===== src/rtl/msrv32_csr_pkg.sv =====
// Shared machine-mode CSR definitions: addresses, funct3 operation codes,
// status/interrupt bit positions and trap cause codes.
package msrv32_csr_pkg;

    localparam logic [11:0] CSR_MSTATUS   = 12'h300;
    localparam logic [11:0] CSR_MISA      = 12'h301;
    localparam logic [11:0] CSR_MIE       = 12'h304;
    localparam logic [11:0] CSR_MTVEC     = 12'h305;
    localparam logic [11:0] CSR_MSCRATCH  = 12'h340;
    localparam logic [11:0] CSR_MEPC      = 12'h341;
    localparam logic [11:0] CSR_MCAUSE    = 12'h342;
    localparam logic [11:0] CSR_MTVAL     = 12'h343;
    localparam logic [11:0] CSR_MIP       = 12'h344;
    localparam logic [11:0] CSR_MCYCLE    = 12'hB00;
    localparam logic [11:0] CSR_MINSTRET  = 12'hB02;
    localparam logic [11:0] CSR_MCYCLEH   = 12'hB80;
    localparam logic [11:0] CSR_MINSTRETH = 12'hB82;
    localparam logic [11:0] CSR_CYCLE     = 12'hC00;
    localparam logic [11:0] CSR_INSTRET   = 12'hC02;
    localparam logic [11:0] CSR_CYCLEH    = 12'hC80;
    localparam logic [11:0] CSR_INSTRETH  = 12'hC82;

    // funct3 encodings; bit 2 selects the zero-extended immediate source
    localparam logic [2:0] CSR_OP_RW  = 3'b001;
    localparam logic [2:0] CSR_OP_RS  = 3'b010;
    localparam logic [2:0] CSR_OP_RC  = 3'b011;
    localparam logic [2:0] CSR_OP_RWI = 3'b101;
    localparam logic [2:0] CSR_OP_RSI = 3'b110;
    localparam logic [2:0] CSR_OP_RCI = 3'b111;
    localparam int unsigned CSR_OP_IMM_BIT = 2;

    typedef enum logic [1:0] {
        CSR_KIND_NONE = 2'b00,
        CSR_KIND_RW   = 2'b01,
        CSR_KIND_RS   = 2'b10,
        CSR_KIND_RC   = 2'b11
    } csr_kind_e;

    localparam int unsigned MSTATUS_MIE_BIT  = 3;
    localparam int unsigned MSTATUS_MPIE_BIT = 7;
    localparam int unsigned MIE_MEIE_BIT     = 11;
    localparam int unsigned MIE_MTIE_BIT     = 7;
    localparam int unsigned MIE_MSIE_BIT     = 3;
    localparam int unsigned MIP_MEIP_BIT     = 11;
    localparam int unsigned MIP_MTIP_BIT     = 7;
    localparam int unsigned MIP_MSIP_BIT     = 3;

    localparam logic [3:0] CAUSE_INSTR_ADDR_MISALIGNED = 4'd0;
    localparam logic [3:0] CAUSE_ILLEGAL_INSTR         = 4'd2;
    localparam logic [3:0] CAUSE_BREAKPOINT            = 4'd3;
    localparam logic [3:0] CAUSE_LOAD_ADDR_MISALIGNED  = 4'd4;
    localparam logic [3:0] CAUSE_STORE_ADDR_MISALIGNED = 4'd6;
    localparam logic [3:0] CAUSE_ECALL_M               = 4'd11;
    localparam logic [3:0] CAUSE_M_SOFTWARE_IRQ        = 4'd3;
    localparam logic [3:0] CAUSE_M_TIMER_IRQ           = 4'd7;
    localparam logic [3:0] CAUSE_M_EXTERNAL_IRQ        = 4'd11;

    // Read-only CSRs: the user counter mirrors (addr[11:10] == 2'b11), misa and mip
    function automatic logic csr_is_read_only(input logic [11:0] addr);
        return (addr[11:10] == 2'b11) || (addr == CSR_MISA) || (addr == CSR_MIP);
    endfunction

endpackage


===== src/rtl/msrv32_csr_counter.sv =====
// 64-bit machine counter with independently writable halves; a write to
// either half replaces it and holds off the increment for that cycle.
module msrv32_csr_counter
(
    input  logic        ms_riscv32_mp_clk_in,
    input  logic        ms_riscv32_mp_rst_in,
    input  logic        inc_en,
    input  logic        wr_lo_en,
    input  logic        wr_hi_en,
    input  logic [31:0] wr_data,
    output logic [63:0] count_out
);

    // NOTE: sequential state is updated with non-blocking assignments only, so
    // every register samples the pre-edge values of the others.
    always_ff @(posedge ms_riscv32_mp_clk_in) begin
        if (ms_riscv32_mp_rst_in) begin
            count_out <= '0;
        end else if (wr_lo_en) begin
            count_out[31:0] <= wr_data;
        end else if (wr_hi_en) begin
            count_out[63:32] <= wr_data;
        end else if (inc_en) begin
            count_out <= count_out + 64'd1;
        end
    end

endmodule


===== src/rtl/msrv32_csr_file.sv =====
// Machine-mode CSR file: read mux, funct3 read-modify-write, trap state
// updates, interrupt pending capture and the mcycle/minstret counters.
module msrv32_csr_file
    import msrv32_csr_pkg::*;
#(
    parameter logic [31:0] MTVEC_RESET = 32'h0000_0000,
    parameter logic [31:0] MISA_VALUE  = 32'h4000_0100
)
(
    input  logic        ms_riscv32_mp_clk_in,
    input  logic        ms_riscv32_mp_rst_in,
    input  logic        wr_en_in,
    input  logic [11:0] csr_addr_in,
    input  logic [2:0]  csr_op_in,
    input  logic [31:0] rs1_in,
    input  logic [4:0]  zimm_in,
    input  logic [31:0] pc_in,
    input  logic [31:0] iadder_in,
    input  logic        set_epc_in,
    input  logic        set_cause_in,
    input  logic        i_or_e_in,
    input  logic [3:0]  cause_in,
    input  logic        instret_inc_in,
    input  logic        mie_clear_in,
    input  logic        mie_set_in,
    input  logic        misaligned_exception_in,
    input  logic        e_irq_in,
    input  logic        t_irq_in,
    input  logic        s_irq_in,
    output logic [31:0] csr_data_out,
    output logic [31:0] epc_out,
    output logic [31:0] trap_address_out,
    output logic        mie_out,
    output logic        meie_out,
    output logic        mtie_out,
    output logic        msie_out,
    output logic        meip_out,
    output logic        mtip_out,
    output logic        msip_out,
    output logic        illegal_csr_out
);

    logic        mstatus_mie;
    logic        mstatus_mpie;
    logic        mie_meie;
    logic        mie_mtie;
    logic        mie_msie;
    logic        mip_meip;
    logic        mip_mtip;
    logic        mip_msip;
    logic [31:0] mtvec;
    logic [31:0] mscratch;
    logic [31:0] mepc;
    logic [31:0] mcause;
    logic [31:0] mtval;
    logic [63:0] mcycle;
    logic [63:0] minstret;

    logic        addr_hit;
    logic [31:0] wr_src;
    logic [31:0] wr_value;
    logic        wr_attempt;
    logic        wr_req;
    csr_kind_e   op_kind;

    assign op_kind = csr_kind_e'(csr_op_in[1:0]);
    assign wr_src  = csr_op_in[CSR_OP_IMM_BIT] ? {27'b0, zimm_in} : rs1_in;

    // NOTE: every variable written in an always_comb gets a default first, so
    // no path through the case can infer a latch.
    always_comb begin
        csr_data_out = '0;
        addr_hit     = 1'b1;
        case (csr_addr_in)
            CSR_MSTATUS: begin
                csr_data_out[12:11]            = 2'b11;
                csr_data_out[MSTATUS_MPIE_BIT] = mstatus_mpie;
                csr_data_out[MSTATUS_MIE_BIT]  = mstatus_mie;
            end
            CSR_MISA:     csr_data_out = MISA_VALUE;
            CSR_MIE: begin
                csr_data_out[MIE_MEIE_BIT] = mie_meie;
                csr_data_out[MIE_MTIE_BIT] = mie_mtie;
                csr_data_out[MIE_MSIE_BIT] = mie_msie;
            end
            CSR_MTVEC:    csr_data_out = mtvec;
            CSR_MSCRATCH: csr_data_out = mscratch;
            CSR_MEPC:     csr_data_out = mepc;
            CSR_MCAUSE:   csr_data_out = mcause;
            CSR_MTVAL:    csr_data_out = mtval;
            CSR_MIP: begin
                csr_data_out[MIP_MEIP_BIT] = mip_meip;
                csr_data_out[MIP_MTIP_BIT] = mip_mtip;
                csr_data_out[MIP_MSIP_BIT] = mip_msip;
            end
            CSR_MCYCLE, CSR_CYCLE:       csr_data_out = mcycle[31:0];
            CSR_MCYCLEH, CSR_CYCLEH:     csr_data_out = mcycle[63:32];
            CSR_MINSTRET, CSR_INSTRET:   csr_data_out = minstret[31:0];
            CSR_MINSTRETH, CSR_INSTRETH: csr_data_out = minstret[63:32];
            default:      addr_hit = 1'b0;
        endcase
    end

    // Set/clear forms with a zero source are pure reads and never write
    always_comb begin
        wr_value   = csr_data_out;
        wr_attempt = 1'b0;
        case (op_kind)
            CSR_KIND_RW: begin
                wr_value   = wr_src;
                wr_attempt = 1'b1;
            end
            CSR_KIND_RS: begin
                wr_value   = csr_data_out | wr_src;
                wr_attempt = (wr_src != '0);
            end
            CSR_KIND_RC: begin
                wr_value   = csr_data_out & ~wr_src;
                wr_attempt = (wr_src != '0);
            end
            default: begin
                wr_value   = csr_data_out;
                wr_attempt = 1'b0;
            end
        endcase
    end

    assign illegal_csr_out = wr_en_in &&
                             (!addr_hit || (csr_is_read_only(csr_addr_in) && wr_attempt));
    assign wr_req          = wr_en_in && wr_attempt && !illegal_csr_out;

    // Trap-side updates are checked first so a same-cycle CSR write loses
    always_ff @(posedge ms_riscv32_mp_clk_in) begin
        if (ms_riscv32_mp_rst_in) begin
            mstatus_mie  <= 1'b0;
            mstatus_mpie <= 1'b0;
            mie_meie     <= 1'b0;
            mie_mtie     <= 1'b0;
            mie_msie     <= 1'b0;
            mip_meip     <= 1'b0;
            mip_mtip     <= 1'b0;
            mip_msip     <= 1'b0;
            mtvec        <= MTVEC_RESET & ~32'h2;
            mscratch     <= '0;
            mepc         <= '0;
            mcause       <= '0;
            mtval        <= '0;
        end else begin
            mip_meip <= e_irq_in;
            mip_mtip <= t_irq_in;
            mip_msip <= s_irq_in;

            if (mie_clear_in) begin
                mstatus_mpie <= mstatus_mie;
                mstatus_mie  <= 1'b0;
            end else if (mie_set_in) begin
                mstatus_mie  <= mstatus_mpie;
                mstatus_mpie <= 1'b1;
            end else if (wr_req && csr_addr_in == CSR_MSTATUS) begin
                mstatus_mie  <= wr_value[MSTATUS_MIE_BIT];
                mstatus_mpie <= wr_value[MSTATUS_MPIE_BIT];
            end

            if (wr_req && csr_addr_in == CSR_MIE) begin
                mie_meie <= wr_value[MIE_MEIE_BIT];
                mie_mtie <= wr_value[MIE_MTIE_BIT];
                mie_msie <= wr_value[MIE_MSIE_BIT];
            end

            if (wr_req && csr_addr_in == CSR_MTVEC)
                mtvec <= wr_value & ~32'h2;

            if (wr_req && csr_addr_in == CSR_MSCRATCH)
                mscratch <= wr_value;

            if (set_epc_in)
                mepc <= pc_in & ~32'h3;
            else if (wr_req && csr_addr_in == CSR_MEPC)
                mepc <= wr_value & ~32'h3;

            if (set_cause_in) begin
                mcause <= {i_or_e_in, 27'b0, cause_in};
                mtval  <= misaligned_exception_in ? iadder_in : 32'h0;
            end else begin
                if (wr_req && csr_addr_in == CSR_MCAUSE)
                    mcause <= wr_value;
                if (wr_req && csr_addr_in == CSR_MTVAL)
                    mtval <= wr_value;
            end
        end
    end

    msrv32_csr_counter u_mcycle (
        .ms_riscv32_mp_clk_in (ms_riscv32_mp_clk_in),
        .ms_riscv32_mp_rst_in (ms_riscv32_mp_rst_in),
        .inc_en               (1'b1),
        .wr_lo_en             (wr_req && csr_addr_in == CSR_MCYCLE),
        .wr_hi_en             (wr_req && csr_addr_in == CSR_MCYCLEH),
        .wr_data              (wr_value),
        .count_out            (mcycle)
    );

    msrv32_csr_counter u_minstret (
        .ms_riscv32_mp_clk_in (ms_riscv32_mp_clk_in),
        .ms_riscv32_mp_rst_in (ms_riscv32_mp_rst_in),
        .inc_en               (instret_inc_in),
        .wr_lo_en             (wr_req && csr_addr_in == CSR_MINSTRET),
        .wr_hi_en             (wr_req && csr_addr_in == CSR_MINSTRETH),
        .wr_data              (wr_value),
        .count_out            (minstret)
    );

    // Vectored mode only offsets the base for interrupts
    always_comb begin
        trap_address_out = {mtvec[31:2], 2'b00};
        if (mtvec[0] && mcause[31])
            trap_address_out = {mtvec[31:2], 2'b00} + {26'b0, mcause[3:0], 2'b00};
    end

    assign epc_out  = mepc;
    assign mie_out  = mstatus_mie;
    assign meie_out = mie_meie;
    assign mtie_out = mie_mtie;
    assign msie_out = mie_msie;
    assign meip_out = mip_meip;
    assign mtip_out = mip_mtip;
    assign msip_out = mip_msip;

endmodule


===== config.mk =====
export PLATFORM = sky130hd
export DESIGN_NAME = msrv32_csr_file
export DESIGN_NICKNAME = d
export VERILOG_FILES = /design/src/rtl/msrv32_csr_pkg.sv /design/src/rtl/msrv32_csr_counter.sv /design/src/rtl/msrv32_csr_file.sv
export SDC_FILE = /design/constraint.sdc
export NUM_CORES = 1
export LEC_CHECK = 0
export ABC_AREA = 1
export BUFFER_PORTS_ARGS = -buffer_cell sky130_fd_sc_hd__clkbuf_2
export CORE_AREA = 2 2 235 237
export DETAILED_ROUTE_END_ITERATION = 7
export DIE_AREA = 0 0 237 239
export GPL_ROUTABILITY_DRIVEN = 0
export PLACE_DENSITY = 0.57
export SLEW_MARGIN = 20
export SYNTH_ARGS = -nofsm -noshare
export SYNTH_HDL_FRONTEND = slang
export SYNTH_SLANG_ARGS = --single-unit

===== constraint.sdc =====
create_clock -name ms_riscv32_mp_clk_in -period 3.3 [get_ports ms_riscv32_mp_clk_in]
set_input_delay 0.825 -clock ms_riscv32_mp_clk_in [delete_from_list [all_inputs] [get_ports ms_riscv32_mp_clk_in]]
set_output_delay 0.825 -clock ms_riscv32_mp_clk_in [all_outputs]
set_load 0.03 [all_outputs]

==> results.py <==
metrics = {
    "run_status": {
        "status": "complete, but fails checks",
        "violations": "design-rule violations, negative setup slack",
    },
    "cells_and_area": {
        "area_growth_pct": 36.4,
        "layout-drive-gt1-share_pct": 21.3,
        "final_common_cell": "nand2_1",
        "nets": 4395,
        "final_cell_mix": "1368 x nand2_1, 445 x nor2_1, 324 x buf_4, 289 x dfxtp_1, 283 x inv_1",
        "fill_cells": 5661,
    },
    "detailed_routing": {
        "drt_iter0_markers": 4353,
        "vias": 28400,
        "drtPass1Iterations": 8,
        "route.detailed.drc": 9,
        "routed_wl_um": 118000,
        "route.met2.wl_um": 47400,
        "wl_met1_um": 47000,
        "dr_wl_met3_um": 15500,
        "ant_nets": 0,
        "wl_per_cell_um": 23.7,
        "vias_per_cell": 5.69,
        "highest_layer": "met5",
    },
    "logic_synthesis": {
        "muxShareOfSynthArea_pct": 0,
        "async_reset_ff_share_pct": 0,
        "synth-simple-area-share_pct": 43.3,
        "synth_area_leader_cell": "dfxtp_1",
        "synth_top_area_share_pct": 27.4,
        "synth_edf_count": 0,
        "yosysWarnings": 0,
        "syn_area_per_cell_sq_um": 5.69,
        "yosys-top-cells-area": "dfxtp_1 27%, nand2_1 25%, nor2_1 8.3%",
        "yosysSeqAreaShare_pct": 27.4,
        "synth_cell_types": 45,
        "netlist_area_sq_um": 21400,
        "synth_compound_area_share_pct": 14.0,
        "synth_xor_area_share_pct": 5.89,
        "ys_ff_latch": 293,
        "synthCells": 3762,
        "synth_flop_cell": "dfxtp_1",
        "synth_top_family_by_area": "simple AND/OR/NAND/NOR gates",
        "synth_fa_ha_area_share_pct": 0.444,
    },
    "critical_path": {
        "crit_fanout": 4,
        "critPathSlowestCell": "fa_2",
        "reg2reg_slack_ns": 0.57,
        "cp.arrival_ns": 3.06,
        "cpPeakStageDelay_ns": 0.38,
        "cp_common_cell": "nand2_2",
        "rr_worst_depth": 13,
        "crit_path_end": "trap_address_out[30]",
        "critPathTopFamily": "simple AND/OR/NAND/NOR gates",
        "startpoint": "mcause[0]",
        "worst_setup_path_start_kind": "flop",
        "regToRegEndpoint": "u_mcycle.count_out[50]",
        "cp-end-kind": "primary output",
        "required_ns": 2.47,
        "path_buf_inv": 4,
        "worstSetupPathType": "flop to primary output",
        "reg2reg_from": "u_mcycle.count_out[1]",
        "cp_cell_sequence": "ha_4 -> inv_4 -> fa_2 -> inv_2 -> nand3_2 -> nand2_1 -> nand2_2 -> nor2_4 -> nand2_2 -> nor3_2 -> nand2_2 -> nor4_4 -> buf_4 -> nand3_4 -> xor2_2 -> clkbuf_8",
        "path_depth": 16,
    },
    "job": {
        "cap_viol_max_count": 0,
    },
    "timing": {
        "fin_crit_ns": 3.88,
        "clock_skew_ns": 0.0231,
        "fin_crit_sh_pct": 118,
        "hold_viol": 0,
        "rsz0062_at_grt": "true",
        "setup_viol": 25,
        "fin_setup_tns_ns": -6.88,
        "worstMarginPinSlew_ns": 0.876,
        "finalWorstSetupSlack_ns": -0.584,
        "relSlewSlack_pct": 41.1,
        "fmax_mhz": 257,
        "maxSlewViolCount": 0,
    },
    "hold_path": {
        "worstHoldPathType": "primary input to flop",
    },
    "placed_design": {
        "pre_cts_ws_ns": -0.297,
        "dp_hpwl_um": 92500,
        "port_buffers": 230,
    },
    "global_routing": {
        "grt_pass1_vias": 25100,
        "track_usage_pct": 40.5,
        "antenna_found_initial": 8,
        "grt_overflow": 0,
        "grt_pass1_wl_um": 168000,
        "grt_max_degree": 127,
    },
    "pwr": {
        "switchingPower_mw": 2.65,
        "p_int_mw": 6.36,
        "power.share.switching_pct": 29.4,
        "p_seq_share_pct": 41.3,
        "power_leakage_nw": 13.3,
        "clock_power_share_pct": 44.8,
        "ir_drop_v": 0.000366,
        "p_comb_share_pct": 13.9,
        "power_density_nw_per_um2": 308,
    },
    "floorplan": {
        "ios": 237,
        "start_util_pct": 39.4,
        "die_w_um": 237,
        "die_area_sq_um": 56600,
        "rows": 86,
        "die_h_um": 239,
        "core-area_sq_um": 54300,
    },
    "clock_network": {
        "htree_num_levels": 2,
        "clkLatencyLatePin_ns": 0.58,
        "cts_tree": "built",
        "clkSinkCount": 293,
        "cts-root-buf": "clkbuf_16",
        "cts_buffers": 36,
        "path_clk_slew_ns": 0.06,
        "cts.path.max_buffers": 3,
        "ctsHoldBuffers": 0,
    },
}
cell type report:
type,count,area [sq um],share of cell area [%]
clock inverter,7,73.8,0.253
sequential,293,5870,20.1
antenna,4,10.0,0.0343
inverter,306,1170,3.99
timing repair buffer,629,5460,18.7
clock buffer,58,1070,3.68
multi-input combinational,2989,14700,50.2
tap,704,881,3.02
worst min path at each step:
stage                           from    endpoint  cells past startpoint
after detailed placement  mcause[17]  mcause[17]                      2
after CTS                   t_irq_in    mtip_out                      3
after global placement    mcause[17]  mcause[17]                      2
after global routing        e_irq_in    meip_out                      3
final                       t_irq_in    mtip_out                      3
after floorplan           mcause[13]  mcause[13]                      2
sequential cells by signal, indices dropped and copies added, names as in the netlist:
signal / cells
meie_out: 1
mcause: 32
mie_out: 1
mscratch: 32
mtip_out: 1
msip_out: 1
mstatus_mpie: 1
mtvec: 31
meip_out: 1
mtie_out: 1
msie_out: 1
epc_out: 30
u_mcycle.count_out: 64
mtval: 32
u_minstret.count_out: 64
per-layer routing:
layer / track usage, % / up-vias
li1: - / 13000
met1: 54.1 / 13100
met2: 58.4 / 1873
met3: 10.7 / 438
met4: 23.5 / 8
met5: 0 / -
power by group through the flow:
stage | Clock, mW | Sequential (mW) | Combinational [mW]
final | 4.04 | 3.72 | 1.25
after global routing | 4.19 | 3.72 | 1.32
after CTS | 4.05 | 3.71 | 1.19
after detailed placement | 0 | 3.78 | 1.18
after global placement | 0 | 3.78 | 1.17
after floorplan | 0 | 3.78 | 0.517
cells by family (layout without fill, tap and decap cells):
family / count (synthesis) / count (layout)
buffers and inverters: 483 / 1000
other: 1 / 8
AOI/OAI and AO/OA: 559 / 559
DFF: 293 / 293
xor gates and xnor gates: 144 / 144
and+or+nand+nor: 2275 / 2275
adders and majority gates: 7 / 7
synth_stat cells (all sizes together) (3+ instances only):
library cell and instances:
nor2 491, inv 300, a31oi 43, clkinv 6, a221oi 24, a21oi 173, o22ai 15, nor4 21
xor2 114, nand4 65, clkbuf 101, nand2 1426, nand3b 4, o21ai 293, dfxtp 293, buf 76
xnor2 30, nor3 78, nand3 181, and3 3, o211ai 7, ha 6
worst min-delay path, stage by stage:
cell and delay (ns):
clkbuf_2 0.08, inv_1 0.04, nor2_1 0.03
through the flow:
| step | power, mW | instance area [sq um] | hold WS (ns) | cells | util [%] |
|---|---|---|---|---|---|
| floorplan | 4.30 | 21500 | 0.439 | 3765 | - |
| global route | 9.23 | 29200 | 0.456 | 4986 | 53.7 |
| detailed placement | 4.96 | 26300 | 0.471 | 4883 | 48.3 |
| CTS | 8.96 | 28300 | 0.437 | 4969 | 52.1 |
| finish | 9.01 | 29200 | 0.448 | 4990 | 53.7 |
| global placement | 4.96 | 26300 | 0.458 | 4883 | 48.3 |
what timing repair did:
item | 4_1_cts | 5_1_grt
cloned | 2 | 1
pin swaps | 33 | 50
gates resized for setup | 205 | 236
setup endpoints to repair | 56 | 56
setup buffers | 20 | 24
No activity file was read; power rests on OpenSTA's default activity.
